### src/rtl/trap_unit.sv
// Machine-mode trap sequencer: ecall/ebreak/external-irq entry and mret return.
// The mepc/mcause/mstatus updates are spread over one CSR write per cycle, then fetch is redirected.
module trap_unit (
    input  logic        clk,
    input  logic        rst_n,
    input  logic        ex_valid_i,
    input  logic        ex_stall_i,
    input  logic [31:0] ex_pc_i,
    input  logic        ecall_i,
    input  logic        ebreak_i,
    input  logic        mret_i,
    input  logic        irq_i,
    input  logic [31:0] mstatus_i,
    input  logic [31:0] mtvec_i,
    input  logic [31:0] mepc_i,
    input  logic        mie_meie_i,
    output logic        excp_stallreq_o,
    output logic [2:0]  excp_flushreq_o,
    output logic        excp_jump_req_o,
    output logic [31:0] excp_jump_addr_o,
    output logic        csr_we_o,
    output logic [11:0] csr_waddr_o,
    output logic [31:0] csr_wdata_o
);

    // state        | meaning
    // S_IDLE       | waiting for an acceptable ecall/ebreak/mret/irq
    // S_WR_MEPC    | writing trapping pc to mepc
    // S_WR_MCAUSE  | writing cause code to mcause
    // S_WR_MSTATUS | stacking (trap) or unstacking (mret) MIE/MPIE
    // S_JUMP       | one-cycle redirect of fetch
    typedef enum logic [2:0] {
        S_IDLE, S_WR_MEPC, S_WR_MCAUSE, S_WR_MSTATUS, S_JUMP
    } state_t;

    typedef enum logic [1:0] {K_NONE, K_EXC, K_IRQ, K_MRET} kind_t;

    localparam logic [11:0] CSR_MSTATUS = 12'h300;
    localparam logic [11:0] CSR_MEPC    = 12'h341;
    localparam logic [11:0] CSR_MCAUSE  = 12'h342;

    state_t      state_q;
    kind_t       kind_q;
    kind_t       kind_d;
    logic [31:0] pc_q;
    logic [31:0] cause_q;
    logic [31:0] cause_d;
    logic        accept_ok;
    logic        irq_ok;
    logic [31:0] mstatus_trap;
    logic [31:0] mstatus_mret;
    logic        unused_mtvec;

    assign accept_ok    = ex_valid_i && !ex_stall_i;
    assign irq_ok       = irq_i && mstatus_i[3] && mie_meie_i;
    assign unused_mtvec = ^mtvec_i[1:0];

    // A losing irq is simply ignored here; its level keeps it pending.
    always_comb begin
        kind_d  = K_NONE;
        cause_d = 32'd0;
        if (accept_ok) begin
            if (ecall_i) begin
                kind_d  = K_EXC;
                cause_d = 32'd11;
            end else if (ebreak_i) begin
                kind_d  = K_EXC;
                cause_d = 32'd3;
            end else if (mret_i) begin
                kind_d  = K_MRET;
            end else if (irq_ok) begin
                kind_d  = K_IRQ;
                cause_d = 32'h8000_000B;
            end
        end
    end

    always_ff @(posedge clk or negedge rst_n) begin
        if (!rst_n) begin
            state_q <= S_IDLE;
            kind_q  <= K_NONE;
            pc_q    <= 32'd0;
            cause_q <= 32'd0;
        end else begin
            case (state_q)
                S_IDLE: begin
                    if (kind_d != K_NONE) begin
                        pc_q    <= ex_pc_i;
                        cause_q <= cause_d;
                        kind_q  <= kind_d;
                        state_q <= (kind_d == K_MRET) ? S_WR_MSTATUS : S_WR_MEPC;
                    end
                end
                S_WR_MEPC:    state_q <= S_WR_MCAUSE;
                S_WR_MCAUSE:  state_q <= S_WR_MSTATUS;
                S_WR_MSTATUS: state_q <= S_JUMP;
                S_JUMP:       state_q <= S_IDLE;
                default:      state_q <= S_IDLE;
            endcase
        end
    end

    assign mstatus_trap = {mstatus_i[31:8], mstatus_i[3], mstatus_i[6:4], 1'b0, mstatus_i[2:0]};
    assign mstatus_mret = {mstatus_i[31:8], 1'b1, mstatus_i[6:4], mstatus_i[7], mstatus_i[2:0]};

    always_comb begin
        excp_stallreq_o  = 1'b0;
        excp_flushreq_o  = 3'b000;
        excp_jump_req_o  = 1'b0;
        excp_jump_addr_o = 32'd0;
        csr_we_o         = 1'b0;
        csr_waddr_o      = 12'h000;
        csr_wdata_o      = 32'd0;
        case (state_q)
            S_WR_MEPC: begin
                excp_stallreq_o = 1'b1;
                csr_we_o        = 1'b1;
                csr_waddr_o     = CSR_MEPC;
                csr_wdata_o     = pc_q;
            end
            S_WR_MCAUSE: begin
                excp_stallreq_o = 1'b1;
                csr_we_o        = 1'b1;
                csr_waddr_o     = CSR_MCAUSE;
                csr_wdata_o     = cause_q;
            end
            S_WR_MSTATUS: begin
                excp_stallreq_o = 1'b1;
                csr_we_o        = 1'b1;
                csr_waddr_o     = CSR_MSTATUS;
                csr_wdata_o     = (kind_q == K_MRET) ? mstatus_mret : mstatus_trap;
            end
            S_JUMP: begin
                excp_jump_req_o  = 1'b1;
                excp_jump_addr_o = (kind_q == K_MRET) ? mepc_i : {mtvec_i[31:2], 2'b00};
            end
            default: ;
        endcase
        // Flush fires only in the first cycle after accept.
        if (state_q == S_WR_MEPC || (state_q == S_WR_MSTATUS && kind_q == K_MRET)) begin
            case (kind_q)
                K_EXC:   excp_flushreq_o = 3'b001;
                K_IRQ:   excp_flushreq_o = 3'b010;
                K_MRET:  excp_flushreq_o = 3'b100;
                default: excp_flushreq_o = 3'b000;
            endcase
        end
    end

endmodule
### config.mk
export PLATFORM = sky130hd
export DESIGN_NAME = trap_unit
export DESIGN_NICKNAME = d
export VERILOG_FILES = /design/src/rtl/trap_unit.sv
export SDC_FILE = /design/constraint.sdc
export NUM_CORES = 1
export LEC_CHECK = 0
export ABC_CLOCK_PERIOD_IN_PS = 2250
export BUFFER_PORTS_ARGS = -buffer_cell sky130_fd_sc_hd__buf_2
export CAP_MARGIN = 25
export CORE_ASPECT_RATIO = 1.75
export CORE_UTILIZATION = 35
export DETAILED_ROUTE_END_ITERATION = 16
export GPL_TIMING_DRIVEN = 0
export PLACE_DENSITY = 0.75
export SLEW_MARGIN = 5
export SYNTH_ARGS = -nofsm -noshare
export SYNTH_HDL_FRONTEND = slang
export SYNTH_SLANG_ARGS = --single-unit
### constraint.sdc
create_clock -name clk -period 2.25 [get_ports clk]
set_clock_uncertainty 0.15 [all_clocks]
set_input_delay 0.3375 -clock clk [delete_from_list [all_inputs] [get_ports clk]]
set_output_delay 0.3375 -clock clk [all_outputs]
set_load 0.03 [all_outputs]
==> results_dict.tcl <==
set metrics [dict create \
    min_period_ns 2.18 \
    tritoncts "done" \
    wl_um 8990 \
    crit_type "register to output pin" \
    cp-end-kind "output pin" \
    cts-buffers-inserted 5 \
    netlist_area_um2 2540 \
    h-tree-depth 2 \
    reg2regPathDepth 4 \
    path_clk_slew_ns 0.06 \
    area_delta_synth_final_pct 59.5 \
    holdWs_ns 0.135 \
    clockBufferDepth 2 \
    grt_pass1_vias 2829 \
    drt_iter0_drc 44 \
    total_power_mw 5.16 \
    cts-root-buf "clkbuf_16" \
    drc_errors 0 \
    grt_max_degree 41 \
    dr.pass1.iters 4 \
    synth_area_leader_cell "dfrtp_1" \
    worst_slack_ns 0.0709 \
    yosysTopAreaCellShare_pct 39.3 \
    vias_per_cell 4.94 \
    stdcell_count 600 \
    post-route-period-util_pct 96.8 \
    numPlacedInstances 581 \
    finalSetupViolations 0 \
    drive_gt1_share_pct 57.8 \
    final_hold_viol_count 0 \
    io_buffer_count 209 \
    syn_inst 282 \
    fp.dieW_um 66.5 \
    ios 219 \
    start_util_pct 36.6 \
    rsz0062_at_grt "yes" \
    drt-wirelength-per-cell_um 15.0 \
    holdPathStages 2 \
    fmax_mhz 459 \
    ys_seq_area_share_pct 39.3 \
    grt-ovfl-total 0 \
    start_kind "register" \
    holdCritPathClass "input pin to register" \
    pwr_density_cell_nw_per_um2 1270 \
    crit_required_ns 1.76 \
    place_ws_ns -0.0537 \
    crit_arrival_ns 1.69 \
    ys_types 33 \
    crit_fanout 10 \
    drv_slew 0 \
    clkSinkCount 40 \
    vias 2964 \
    fp.coreArea_um2 6960 \
    place.gp.congestion 0.766 \
    regArea_um2 1000 \
    yosys-top-cells-area "dfrtp_1 39%, mux2_2 16%, nand2_1 9.7%" \
    leakagePower_nw 2.22 \
    antenna_left 0 \
    antenna_found_initial 11 \
    synth-seq-cells 40 \
    die-area_um2 7630 \
    nFillCells 646 \
    dieHeight_um 115 \
    synth.avg_cell_area_um2 9.02 \
    r2r_slack_ns 0.21 \
    maxCapViolations 0 \
    rows 40 \
    insertion_delay_ns 0.28 \
    ys_warn_count 0 \
    nets 646 \
    grt_pass1_wl_um 13300 \
    utilization_pct 58.4 \
    ir_drop_mv 0.741 \
    grt_usage_pct 23.7 \
    hpwlAfterDp_um 7380 \
    multi_input_area_um2 1400 \
    status "finished, final reports clean" \
]
[timing repair]
action                                  in CTS  in global routing
endpoints found under the setup margin      66                 83
setup buffers                                0                  4
hold buffers                                 0                  1
pin swaps                                    0                  1
gates resized for setup                     35                 32
endpoints found under the hold margin        0                 40
[Yosys cell counts (all sizes together)]
master  number
and2         2
mux2        37
buf         14
nor2b        3
and4         1
a21o         1
o31ai        1
nand4b       2
and3b        1
or3          1
and3         3
clkbuf      17
nand3b       1
a22o        27
inv          2
o21ai        4
nor4         2
nor2         9
a21bo        1
nand4        1
xnor2        1
a22oi        1
conb         1
dfrtp       40
a21oi       34
nand2b       2
a31oi        1
o21a         2
nor3         3
a211oi       1
nand2       66
[worst max-delay path, cell delays in order (launching register included)]
cell	delay, ns
dfrtp_1	0.40
clkbuf_8	0.17
and3b_1	0.19
buf_6	0.13
buf_4	0.16
a22o_1	0.19
buf_4	0.17
[per-stage QoR]
stage               setup TNS [ns]  cell area (um2)
finish                           0             4060
global route               -0.0102             4050
CTS                              0             3940
detailed placement          -0.366             3720
global placement            -0.279             3720
floorplan                        0             2570
[sequential cells by signal (all words and copies together) (netlist names)]
signal and cells:
cause_q 3, kind_q 2, pc_q 32, state_q 3
[metal layers]
metal	GRT usage, %	up-vias	share of wire (%)	wire length (um)
met4	8.79	10	2.6	234
met5	0	-	0.82	74
li1	-	1440	-	-
met1	21.3	1321	34	3010
met2	43.9	167	51	4620
met3	11.6	26	12	1050
[area by class of cell]
cell class / instances / share of cell area, %
Antenna cell: 6 / 0.370
Buffer: 30 / 5.86
Clock buffer: 8 / 3.61
Inverter: 2 / 0.185
Multi-Input combinational cell: 215 / 34.5
Sequential cell: 40 / 24.7
Tap cell: 84 / 2.59
Timing Repair Buffer: 215 / 28.2
[power breakdown]
group / switching (mW) / total (mW) / internal (mW)
Clock: 0.266 / 0.708 / 0.442
Sequential: 0.215 / 1.29 / 1.07
Combinational: 1.89 / 3.17 / 1.27
[cells in the final DEF, fill, tap and decap left out, drive strengths merged]
| master | instances |
|---|---|
| and2 | 2 |
| nor3 | 3 |
| o31ai | 1 |
| a22o | 27 |
| a21oi | 34 |
| conb | 7 |
| nand2 | 66 |
| a31oi | 1 |
| or3 | 1 |
| xnor2 | 1 |
| mux2 | 37 |
| a22oi | 1 |
| and3b | 1 |
| nor2 | 9 |
| and4 | 1 |
| dlygate4sd3 | 1 |
| dfrtp | 40 |
| nand2b | 2 |
| clkbuf | 23 |
| nand3b | 1 |
| a21bo | 1 |
| a21o | 1 |
| nor4 | 2 |
| nand4b | 2 |
| nand4 | 1 |
| and3 | 3 |
| diode | 6 |
| a211oi | 1 |
| inv | 2 |
| nor2b | 3 |
| o21ai | 4 |
| o21a | 2 |
| buf | 229 |
[cell families after synthesis]
kind of cell / after synthesis / share of synthesized area [%]
buffers and inverters: 33 / 7.18
other: 1 / 0.147
and+or+nand+nor: 97 / 17.0
DFF: 40 / 39.3
xor gates and xnor gates: 1 / 0.344
muxes: 37 / 16.4
AOI/OAI and AO/OA: 73 / 19.7
[path summary, 6_finish.rpt]
path                       startpoint              end
max                        state_q[0]  csr_wdata_o[18]
min                        ex_pc_i[2]          pc_q[2]
max reg2reg                state_q[2]         pc_q[17]
min reg2reg                cause_q[1]       cause_q[1]
max in group asynchronous       rst_n       state_q[1]
min in group asynchronous       rst_n         pc_q[10]
Note: power is estimated with default switching activity, not from simulation.
